--- src/rtl/uart_rx_pkg.sv ---
`default_nettype none
// ----------------------------------------------------------------------------
// Module  : uart_rx_pkg
// Brief   : Shared state encoding, prescale constants and widths for the UART receive controller.
// Revision: 1.0 - initial release
// ----------------------------------------------------------------------------
package uart_rx_pkg;

    typedef enum logic [2:0] {
        IDLE   = 3'd0,
        START  = 3'd1,
        DATA   = 3'd2,
        PARITY = 3'd3,
        STOP   = 3'd4,
        DONE   = 3'd5
    } state_e;

    localparam int C_PRESCALE_8  = 8;
    localparam int C_PRESCALE_16 = 16;
    localparam int C_PRESCALE_32 = 32;
    localparam int C_DATA_WIDTH  = 8;
    localparam int C_BIT_CNT_W   = 4;

    // Any ratio other than the three supported ones falls back to 8.
    function automatic logic [5:0] legal_prescale(input logic [5:0] p);
        case (p)
            6'(C_PRESCALE_16): return 6'(C_PRESCALE_16);
            6'(C_PRESCALE_32): return 6'(C_PRESCALE_32);
            default:           return 6'(C_PRESCALE_8);
        endcase
    endfunction

endpackage
`default_nettype wire

--- src/rtl/edge_bit_counter.sv ---
`default_nettype none
// ----------------------------------------------------------------------------
// Module  : edge_bit_counter
// Brief   : Oversampling edge counter with per-bit wrap and bit counter; clear has priority over enable.
// Revision: 1.0 - initial release
// ----------------------------------------------------------------------------
module edge_bit_counter
    import uart_rx_pkg::*;
#(
    parameter int CNT_W = 6
) (
    input  logic                   clk,
    input  logic                   rst,
    input  logic                   i_en,
    input  logic                   i_clr,
    input  logic [CNT_W-1:0]       i_prescale,
    output logic [CNT_W-1:0]       o_edge_cnt,
    output logic [C_BIT_CNT_W-1:0] o_bit_cnt,
    output logic                   o_bit_end
);

    logic [CNT_W-1:0]       edge_cnt_q, edge_cnt_d;
    logic [C_BIT_CNT_W-1:0] bit_cnt_q, bit_cnt_d;

    assign o_bit_end = (edge_cnt_q == i_prescale - CNT_W'(1));

    always_comb begin
        edge_cnt_d = edge_cnt_q;
        bit_cnt_d  = bit_cnt_q;
        if (i_clr) begin
            edge_cnt_d = '0;
            bit_cnt_d  = '0;
        end else if (i_en) begin
            if (o_bit_end) begin
                edge_cnt_d = '0;
                bit_cnt_d  = bit_cnt_q + C_BIT_CNT_W'(1);
            end else begin
                edge_cnt_d = edge_cnt_q + CNT_W'(1);
            end
        end
    end

    always_ff @(posedge clk or negedge rst) begin
        if (!rst) begin
            edge_cnt_q <= '0;
            bit_cnt_q  <= '0;
        end else begin
            edge_cnt_q <= edge_cnt_d;
            bit_cnt_q  <= bit_cnt_d;
        end
    end

    assign o_edge_cnt = edge_cnt_q;
    assign o_bit_cnt  = bit_cnt_q;

endmodule
`default_nettype wire

--- src/rtl/uart_rx_fsm.sv ---
`default_nettype none
// ----------------------------------------------------------------------------
// Module  : uart_rx_fsm
// Brief   : UART receive frame controller driving sampler/checker strobes; parity via UART_RX_PARITY_EN.
// Revision: 1.0 - initial release
// ----------------------------------------------------------------------------
module uart_rx_fsm
    import uart_rx_pkg::*;
#(
    parameter int DATA_WIDTH = C_DATA_WIDTH,
    parameter int CNT_W      = 6
) (
    input  logic                   clk,
    input  logic                   rst,
    input  logic                   rx_in,
    input  logic [5:0]             prescale,
    input  logic                   par_en,
    input  logic                   par_typ,
    input  logic                   strt_glitch,
    input  logic                   par_err,
    input  logic                   stp_err,
    output logic                   dat_samp_en,
    output logic                   strt_chk_en,
    output logic                   deser_en,
    output logic                   par_chk_en,
    output logic                   stp_chk_en,
    output logic                   data_valid,
    output logic [CNT_W-1:0]       edge_cnt,
    output logic [C_BIT_CNT_W-1:0] bit_cnt
);

    state_e           state_q, state_d;
    logic [CNT_W-1:0] presc_q, presc_d;
    logic             dat_samp_en_q, dat_samp_en_d;
    logic             strt_chk_en_q, strt_chk_en_d;
    logic             deser_en_q, deser_en_d;
    logic             par_chk_en_q, par_chk_en_d;
    logic             stp_chk_en_q, stp_chk_en_d;
    logic             data_valid_q, data_valid_d;
    logic             w_cnt_en, w_cnt_clr, w_bit_end, w_frame_start, w_pre_strobe;
    logic             w_unused;

`ifdef UART_RX_PARITY_EN
    logic par_en_q, par_en_d;
    logic par_err_mem_q, par_err_mem_d;
    assign w_unused = par_typ;
`else
    assign w_unused = ^{par_typ, par_en, par_err};
`endif

    edge_bit_counter #(
        .CNT_W (CNT_W)
    ) u_edge_bit_counter (
        .clk        (clk),
        .rst        (rst),
        .i_en       (w_cnt_en),
        .i_clr      (w_cnt_clr),
        .i_prescale (presc_q),
        .o_edge_cnt (edge_cnt),
        .o_bit_cnt  (bit_cnt),
        .o_bit_end  (w_bit_end)
    );

    // Strobes are registered, so they are launched one count early to land on P-2.
    assign w_pre_strobe = (edge_cnt == presc_q - CNT_W'(3));
    assign w_cnt_en     = (state_q != IDLE) && (state_q != DONE);

    always_comb begin
        state_d        = state_q;
        presc_d        = presc_q;
        w_frame_start  = 1'b0;
        strt_chk_en_d  = 1'b0;
        deser_en_d     = 1'b0;
        par_chk_en_d   = 1'b0;
        stp_chk_en_d   = 1'b0;
        data_valid_d   = 1'b0;
`ifdef UART_RX_PARITY_EN
        par_en_d       = par_en_q;
        par_err_mem_d  = par_err_mem_q;
`endif
        case (state_q)
            IDLE: begin
                if (!rx_in) begin
                    state_d       = START;
                    w_frame_start = 1'b1;
                end
            end
            START: begin
                strt_chk_en_d = w_pre_strobe;
                if (w_bit_end) state_d = strt_glitch ? IDLE : DATA;
            end
            DATA: begin
                deser_en_d = w_pre_strobe;
                if (w_bit_end && (bit_cnt == C_BIT_CNT_W'(DATA_WIDTH))) begin
`ifdef UART_RX_PARITY_EN
                    state_d = par_en_q ? PARITY : STOP;
`else
                    state_d = STOP;
`endif
                end
            end
`ifdef UART_RX_PARITY_EN
            PARITY: begin
                par_chk_en_d = w_pre_strobe;
                if (w_bit_end) begin
                    state_d       = STOP;
                    par_err_mem_d = par_err_mem_q | par_err;
                end
            end
`endif
            STOP: begin
                stp_chk_en_d = w_pre_strobe;
                if (w_bit_end) begin
                    state_d = DONE;
`ifdef UART_RX_PARITY_EN
                    data_valid_d = !stp_err && !par_err_mem_q;
`else
                    data_valid_d = !stp_err;
`endif
                end
            end
            DONE: begin
                if (!rx_in) begin
                    state_d       = START;
                    w_frame_start = 1'b1;
                end else begin
                    state_d = IDLE;
                end
            end
            default: state_d = IDLE;
        endcase

        if (w_frame_start) begin
            presc_d = CNT_W'(legal_prescale(prescale));
`ifdef UART_RX_PARITY_EN
            par_en_d      = par_en;
            par_err_mem_d = 1'b0;
`endif
        end

        dat_samp_en_d = (state_d != IDLE) && (state_d != DONE);
        w_cnt_clr     = (state_q == IDLE) || (state_q == DONE) ||
                        (state_d == IDLE) || (state_d == DONE);
    end

    always_ff @(posedge clk or negedge rst) begin
        if (!rst) begin
            state_q       <= IDLE;
            presc_q       <= CNT_W'(C_PRESCALE_8);
            dat_samp_en_q <= 1'b0;
            strt_chk_en_q <= 1'b0;
            deser_en_q    <= 1'b0;
            par_chk_en_q  <= 1'b0;
            stp_chk_en_q  <= 1'b0;
            data_valid_q  <= 1'b0;
`ifdef UART_RX_PARITY_EN
            par_en_q      <= 1'b0;
            par_err_mem_q <= 1'b0;
`endif
        end else begin
            state_q       <= state_d;
            presc_q       <= presc_d;
            dat_samp_en_q <= dat_samp_en_d;
            strt_chk_en_q <= strt_chk_en_d;
            deser_en_q    <= deser_en_d;
            par_chk_en_q  <= par_chk_en_d;
            stp_chk_en_q  <= stp_chk_en_d;
            data_valid_q  <= data_valid_d;
`ifdef UART_RX_PARITY_EN
            par_en_q      <= par_en_d;
            par_err_mem_q <= par_err_mem_d;
`endif
        end
    end

    assign dat_samp_en = dat_samp_en_q;
    assign strt_chk_en = strt_chk_en_q;
    assign deser_en    = deser_en_q;
    assign par_chk_en  = par_chk_en_q;
    assign stp_chk_en  = stp_chk_en_q;
    assign data_valid  = data_valid_q;

endmodule
`default_nettype wire

--- config.mk ---
export PLATFORM = sky130hd
export DESIGN_NAME = uart_rx_fsm
export DESIGN_NICKNAME = d
export VERILOG_FILES = /design/src/rtl/uart_rx_pkg.sv /design/src/rtl/edge_bit_counter.sv /design/src/rtl/uart_rx_fsm.sv
export SDC_FILE = /design/constraint.sdc
export NUM_CORES = 1
export LEC_CHECK = 0
export CORE_MARGIN = 4
export CORE_UTILIZATION = 50
export CTS_CLUSTER_DIAMETER = 200
export DETAILED_ROUTE_END_ITERATION = 10
export DONT_BUFFER_PORTS = 1
export PLACE_DENSITY = 0.63
export SETUP_SLACK_MARGIN = 0.02
export SYNTH_ARGS = -nofsm -noshare
export SYNTH_HDL_FRONTEND = slang
export SYNTH_SLANG_ARGS = --single-unit
--- constraint.sdc ---
create_clock -name clk -period 3.5 [get_ports clk]
set_clock_uncertainty 0.05 [all_clocks]
set_input_delay 0.175 -clock clk [delete_from_list [all_inputs] [get_ports clk]]
set_output_delay 0.175 -clock clk [all_outputs]
set_load 0.005 [all_outputs]
# ---- Word-level counts from Yosys, hierarchy flattened
# Index checks and enable logic that the tools add are counted.
dict set report word_totals {
  reg_bits 24
  output_inout_bits 16
  in_bits 14
  n_memories 0
  ramBits 0
  mem_bits_ro 0
  word_cells 61
  latch_bits 0
}
dict set report op_classes {
  magnitude_cmp 0
  n_eq_ne 12
  reduce_logical 15
  n_mux 21
  addsub 4
  mul 0
  bitwise 0
  div_mod_pow 0
  shift 0
}
# cell count
set ops {}
lappend ops {{6-bit 2-to-1 mux} 3}
lappend ops {{3-bit case mux with 5 select lines} 1}
lappend ops {{6-bit equality test} 2}
lappend ops {{3-bit 2-to-1 mux} 4}
lappend ops {{4-bit 2-to-1 mux} 3}
lappend ops {{6-bit case mux with 2 select lines} 1}
lappend ops {{3-bit equality test, second input constant} 3}
lappend ops {{1-bit 2-to-1 mux} 8}
lappend ops {{6-bit by 1-bit adder with 6-bit output, second input constant} 1}
lappend ops {{6-bit by 5-bit equality test with 1-bit output, second input constant} 1}
lappend ops {{6-bit equality test, second input constant} 1}
lappend ops {{3-bit zero test} 2}
lappend ops {{3-bit != test, second input constant} 2}
lappend ops {{3-bit nonzero test} 2}
lappend ops {{6-bit by 1-bit subtractor with 6-bit output, second input constant} 1}
lappend ops {{6-bit by 2-bit subtractor with 6-bit output, second input constant} 1}
lappend ops {{4-bit by 1-bit adder with 4-bit output, second input constant} 1}
lappend ops {{4-bit equality test, second input constant} 1}
lappend ops {{2-bit nonzero test} 2}
lappend ops {{3-bit by 1-bit equality test with 1-bit output, second input constant} 1}
lappend ops {{3-bit by 2-bit equality test with 1-bit output, second input constant} 1}
lappend ops {{1-bit logical AND} 3}
lappend ops {{1-bit logical OR} 3}
lappend ops {{2-bit 2-to-1 mux} 1}
lappend ops {{other kinds (3)} 3}

# ---- Depth between registers and ports, before layout
dict set report depth {
  word_depth 10
  depth_mapped 8
  mapped_depth_nobuf 7
}

# ---- By module
# Synthesis repeated with hierarchy kept, for this count alone.
dict set report hier_totals {
  cells_unflattened 136
  area_unflattened_um2 1388.8
}
# mod instances cells_each seq_area_each_um2 area_per_inst_um2
set modules_own_cells {}
lappend modules_own_cells {edge_bit_counter 1 76 250.2 770.7}
lappend modules_own_cells {uart_rx_fsm 1 60 276.5 618.1}

# ---- Worst setup path before layout
# OpenSTA, ideal clock, no wires.
dict set report synth_path {
  path_kind {reg-to-reg}
  from {register presc_q[3]}
  to {register u_edge_bit_counter.bit_cnt_q[0] (netlist: u_edge_bit_counter.o_bit_cnt[0])}
  period_less_slack_ps 2261
  path_slack_ps 1239
  arrival_time_ps 2110
  path_buffers 1
  path_stages_with_launch 9
  path_cell_list {dfstp_2 -> inv_1 -> ha_1 -> xor3_1 -> or4_1 -> buf_4 -> a211oi_2 -> a31oi_1 -> o32ai_1}
}
dict set report synth_via {
  elab_chain_len 10
  word_cells_on_any_way 15
  cone_classes {add/sub (1); eq/ne (2); mux (5); reduce/logical (7)}
}
# element line_no
set synth_rtl {}
lappend synth_rtl {{from (decl)} uart_rx_fsm.sv:33} ;# logic [CNT_W-1:0] presc_q, presc_d;
lappend synth_rtl {{from (signal assigned)} uart_rx_fsm.sv:149} ;# presc_q <= CNT_W'(C_PRESCALE_8);
lappend synth_rtl {{from (signal assigned)} uart_rx_fsm.sv:162} ;# presc_q <= presc_d;
lappend synth_rtl {{6-bit by 1-bit subtractor with 6-bit output (*)} edge_bit_counter.sv:25} ;# assign o_bit_end = (edge_cnt_q == i_prescale - CNT_W'(1));
lappend synth_rtl {{6-bit equality test (*)} edge_bit_counter.sv:25}
lappend synth_rtl {{1-bit logical AND} uart_rx_fsm.sv:94} ;# if (w_bit_end && (bit_cnt == C_BIT_CNT_W'(DATA_WIDTH))) begin
lappend synth_rtl {{3-bit 2-to-1 mux} uart_rx_fsm.sv:94}
lappend synth_rtl {{3-bit case mux with 5 select lines} uart_rx_fsm.sv:81} ;# case (state_q)
lappend synth_rtl {{3-bit zero test} uart_rx_fsm.sv:143} ;# (state_d == IDLE) || (state_d == DONE);
lappend synth_rtl {{1-bit logical OR} uart_rx_fsm.sv:142} ;# w_cnt_clr = (state_q == IDLE) || (state_q == DONE) ||
lappend synth_rtl {{1-bit logical OR} uart_rx_fsm.sv:143}
lappend synth_rtl {{2-bit nonzero test (no line)} --}
lappend synth_rtl {{2-bit AND reduction (no line)} --}
lappend synth_rtl {{to (signal assigned)} edge_bit_counter.sv:49} ;# bit_cnt_q <= bit_cnt_d;
lappend synth_rtl {{to (decl)} edge_bit_counter.sv:23} ;# logic [C_BIT_CNT_W-1:0] bit_cnt_q, bit_cnt_d;
# Every way passes the cells marked *; elsewhere a longest branch is shown, timed or not.
# A chain may end at the register's enable or synchronous reset.

# ---- Worst setup path after layout
dict set report layout_path {
  from {register presc_q[3]}
  to {register u_edge_bit_counter.edge_cnt_q[2] (netlist: u_edge_bit_counter.o_edge_cnt[2])}
}
dict set report layout_via {
  elab_chain_len 9
  word_cells_on_any_way 15
  cone_classes {add/sub (1); eq/ne (2); mux (7); reduce/logical (5)}
}
# element line_no
set layout_rtl {}
lappend layout_rtl {{6-bit by 1-bit subtractor with 6-bit output (*)} edge_bit_counter.sv:25}
lappend layout_rtl {{6-bit equality test (*)} edge_bit_counter.sv:25}
lappend layout_rtl {{1-bit logical AND} uart_rx_fsm.sv:94}
lappend layout_rtl {{3-bit 2-to-1 mux} uart_rx_fsm.sv:94}
lappend layout_rtl {{3-bit case mux with 5 select lines} uart_rx_fsm.sv:81}
lappend layout_rtl {{3-bit zero test} uart_rx_fsm.sv:143}
lappend layout_rtl {{1-bit logical OR} uart_rx_fsm.sv:142}
lappend layout_rtl {{1-bit logical OR} uart_rx_fsm.sv:143}
lappend layout_rtl {{6-bit 2-to-1 mux / 2-bit nonzero test (equally long branches)} --}
lappend layout_rtl {{to (signal assigned)} edge_bit_counter.sv:48} ;# edge_cnt_q <= edge_cnt_d;
lappend layout_rtl {{to (decl)} edge_bit_counter.sv:22} ;# logic [CNT_W-1:0] edge_cnt_q, edge_cnt_d;
# Every way passes the cells marked *; elsewhere a longest branch is shown, timed or not. The select of a mux whose other input is x is not followed.

==> impl_metrics.toml <==
[yosys]
synth.most_common_cell = "dfrtp_1"
async_reset_ff_frac = 1.00
syn-num-nets = 138
synth_compound_area_frac = 0.129
synth_adder_area_share = 0.0540
synth_cell_types = 36
synth_top_area_cell = "dfrtp_1"
synth_top_area_frac = 0.432
synth_top_family_by_area = "simple AND/OR/NAND/NOR gates"
synth_ff_type = "dfrtp_1"
synth_xor_area_frac = 0.119
synth.avg_cell_area_um2 = 9.74
synth_edf_count = 0
yosysSeqAreaShare = 0.455
synth_seq_cells = 21
synthMuxAreaShare = 0
yosysWarningCount = 0
yosys.area_share.simple = 0.192
netlist_instances = 119
ys_top_cells_by_count = "dfrtp_1, nor2_1, nand2_1"
syn_area_um2 = 1160
synth_area_leaders = "dfrtp_1, ha_1, xor2_1"

[clock_tree]
cts_setup_buffers = 0
h-tree-depth = 1
clk_pin_slew_ps = 120
cts_tree = "built"
numCtsBuffers = 3
clockBufferDepth = 2
insertion_delay_ps = 300
root_buffer = "clkbuf_4"
clock-sinks = 21

[sta]
fmax_mhz = 390
finalHoldViolations = 0
max_slew_margin = 0.360
slew_viol_final = 0
setup_viol_count_final = 0
period_needed_ps = 2560
period_share = 0.732
worst_slew_pin_slew_ps = 957
rsz0062_at_grt = "false"
tns_ps = 0
worst_slack_ps = 938

[power]
power.density_nw_per_um2 = 577
seq_power_share = 0.511
comb_power_share = 0.326
switching_share = 0.386
power_mw = 0.716
p_leak_nw = 0.540
p_int_mw = 0.440
p_clk_frac = 0.163
peakVddDrop_uv = 335
power_switching_mw = 0.276

[critical_path]
startpoint_type = "register"
critPathArrivalTime_ps = 2700
crit_family = "simple AND/OR/NAND/NOR gates"
critPathMaxFanout = 6
crit_type = "register to register"
cp.required_ps = 3640
crit_slowest_cell = "nor4_2"
crit_chain = "inv_1, ha_1, xor3_1, nor4_2, nand2_1, a22oi_2, nor2_1"
cp_num_buf_inv = 1
slowest_delay_ps = 620
cp-end-kind = "register"

[grt]
grt_max_degree = 22
antenna_found_initial = 0
grt_pass1_vias = 851
groute.usage.overall = 0.155
grt_overflow = 0
grt_pass1_wl_um = 3940

[die]
start_util = 0.524
io_pins = 30
die_area_um2 = 3150
coreArea_um2 = 2210
die_width_um = 56.1
fp-row-count = 17
dieHeight_um = 56.1

[placed_design]
gp_congestion = 0.668
place_ws_ps = 982
place_area_um2 = 1160
portBuffers = 0
hpwl_um = 1600

[detailed_routing]
drt-total-wl_um = 2240
ant_nets = 0
vias = 830
drt_iter0_drc = 11
viasPerCell = 5.53
routedWlPerCell_um = 14.9
drc = 0
first_pass_iters = 4

[cells_and_area]
utilization = 0.561
fillCellCount = 222
drive_gt1_frac = 0.0984
n_antenna_cell = 0
nets = 142
stdcell_area_um2 = 1240
areaGrowthSynthToFinish_pct = 7.13

[hold_path]
hold_path.class = "input pin to register"

[run]
drv_cap = 0

[run_status]
status = "completed"
-- final timing paths --
kind / from / end / depth (start not counted) / slack, ps
max: presc_q[3] / u_edge_bit_counter.o_edge_cnt[2] / 7 / 940
min: rx_in / dat_samp_en / 3 / 10
min in group asynchronous: rst / deser_en / 1 / 400
max in group asynchronous: rst / u_edge_bit_counter.o_edge_cnt[0] / 1 / 2410
max reg2reg: presc_q[3] / u_edge_bit_counter.o_edge_cnt[2] / 7 / 940
min reg2reg: presc_q[3] / presc_q[3] / 2 / 470
-- registers in the layout, summed over array words and instances (netlist names) --
signal	flops
state_q	3
u_edge_bit_counter.o_bit_cnt	4
deser_en	1
u_edge_bit_counter.o_edge_cnt	6
dat_samp_en	1
data_valid	1
presc_q	3
stp_chk_en	1
strt_chk_en	1
-- placed cells by master (no fill, tap or decap), types with 2 or more instances in the layout --
| cell type | netlist | final |
|---|---|---|
| ha_1 | 5 | 5 |
| o21ai_0 | 3 | 3 |
| or4_1 | 2 | 2 |
| a21oi_1 | 3 | 3 |
| nand2_1 | 13 | 13 |
| xnor2_1 | 6 | 6 |
| o32ai_1 | 2 | 2 |
| nand3_1 | 3 | 3 |
| o41ai_1 | 2 | 2 |
| nor3_1 | 4 | 4 |
| a211oi_1 | 2 | 2 |
| dlygate4sd3_1 | 0 | 5 |
| dfrtp_1 | 20 | 20 |
| xor2_1 | 7 | 7 |
| nor2_1 | 15 | 15 |
| inv_1 | 7 | 7 |
| clkbuf_4 | 0 | 3 |
-- routing by layer --
layer	part of all wire	track usage	vias to the layer above
li1	-	-	411
met1	0.42	0.199	400
met2	0.52	0.250	17
met5	0	0	-
met3	0.055	0.0394	2
met4	0.0054	0.0542	0
-- layout make-up --
cell class	count	area [µm²]	share of cell area
Clock buffer	3	22.5	0.0181
Clock inverter	1	5.00	0.00403
Inverter	7	26.3	0.0212
Multi-Input combinational cell	85	576	0.464
Sequential cell	21	527	0.424
Tap cell	28	35.0	0.0282
Timing Repair Buffer	5	50.0	0.0403
-- metrics by stage --
stage,std cells,hold WS [ps]
finish,150,13.2
CTS,150,1.03
floorplan,119,-171
global placement,141,-170
detailed placement,141,-170
global route,150,10.0
-- tightest hold or removal path: stages --
cell,delay (ps)
nand2_1,40
o21ai_0,70
a21oi_1,60
-- kinds of logic after synthesis --
kind of cell / Yosys count
adders and majority gates: 5
other: 1
DFF: 21
and+or+nand+nor: 46
xor gates and xnor gates: 14
AOI/OAI and AO/OA: 19
buffers and inverters: 13
-- timing repair --
action	CTS	global route
gates resized for setup	0	0
endpoints found under the setup margin	0	0
endpoints found under the hold margin	24	0
hold buffers	5	0
-- power by group through the flow --
stage                     Sequential [mW]  Combinational, mW  Clock [mW]
after floorplan                     0.349              0.204           0
after global placement              0.372              0.222           0
after detailed placement            0.374              0.225           0
after CTS                           0.369              0.237       0.124
after global routing                0.379              0.274       0.133
final                               0.366              0.233       0.117
Note: power is estimated with default switching activity, not from simulation.
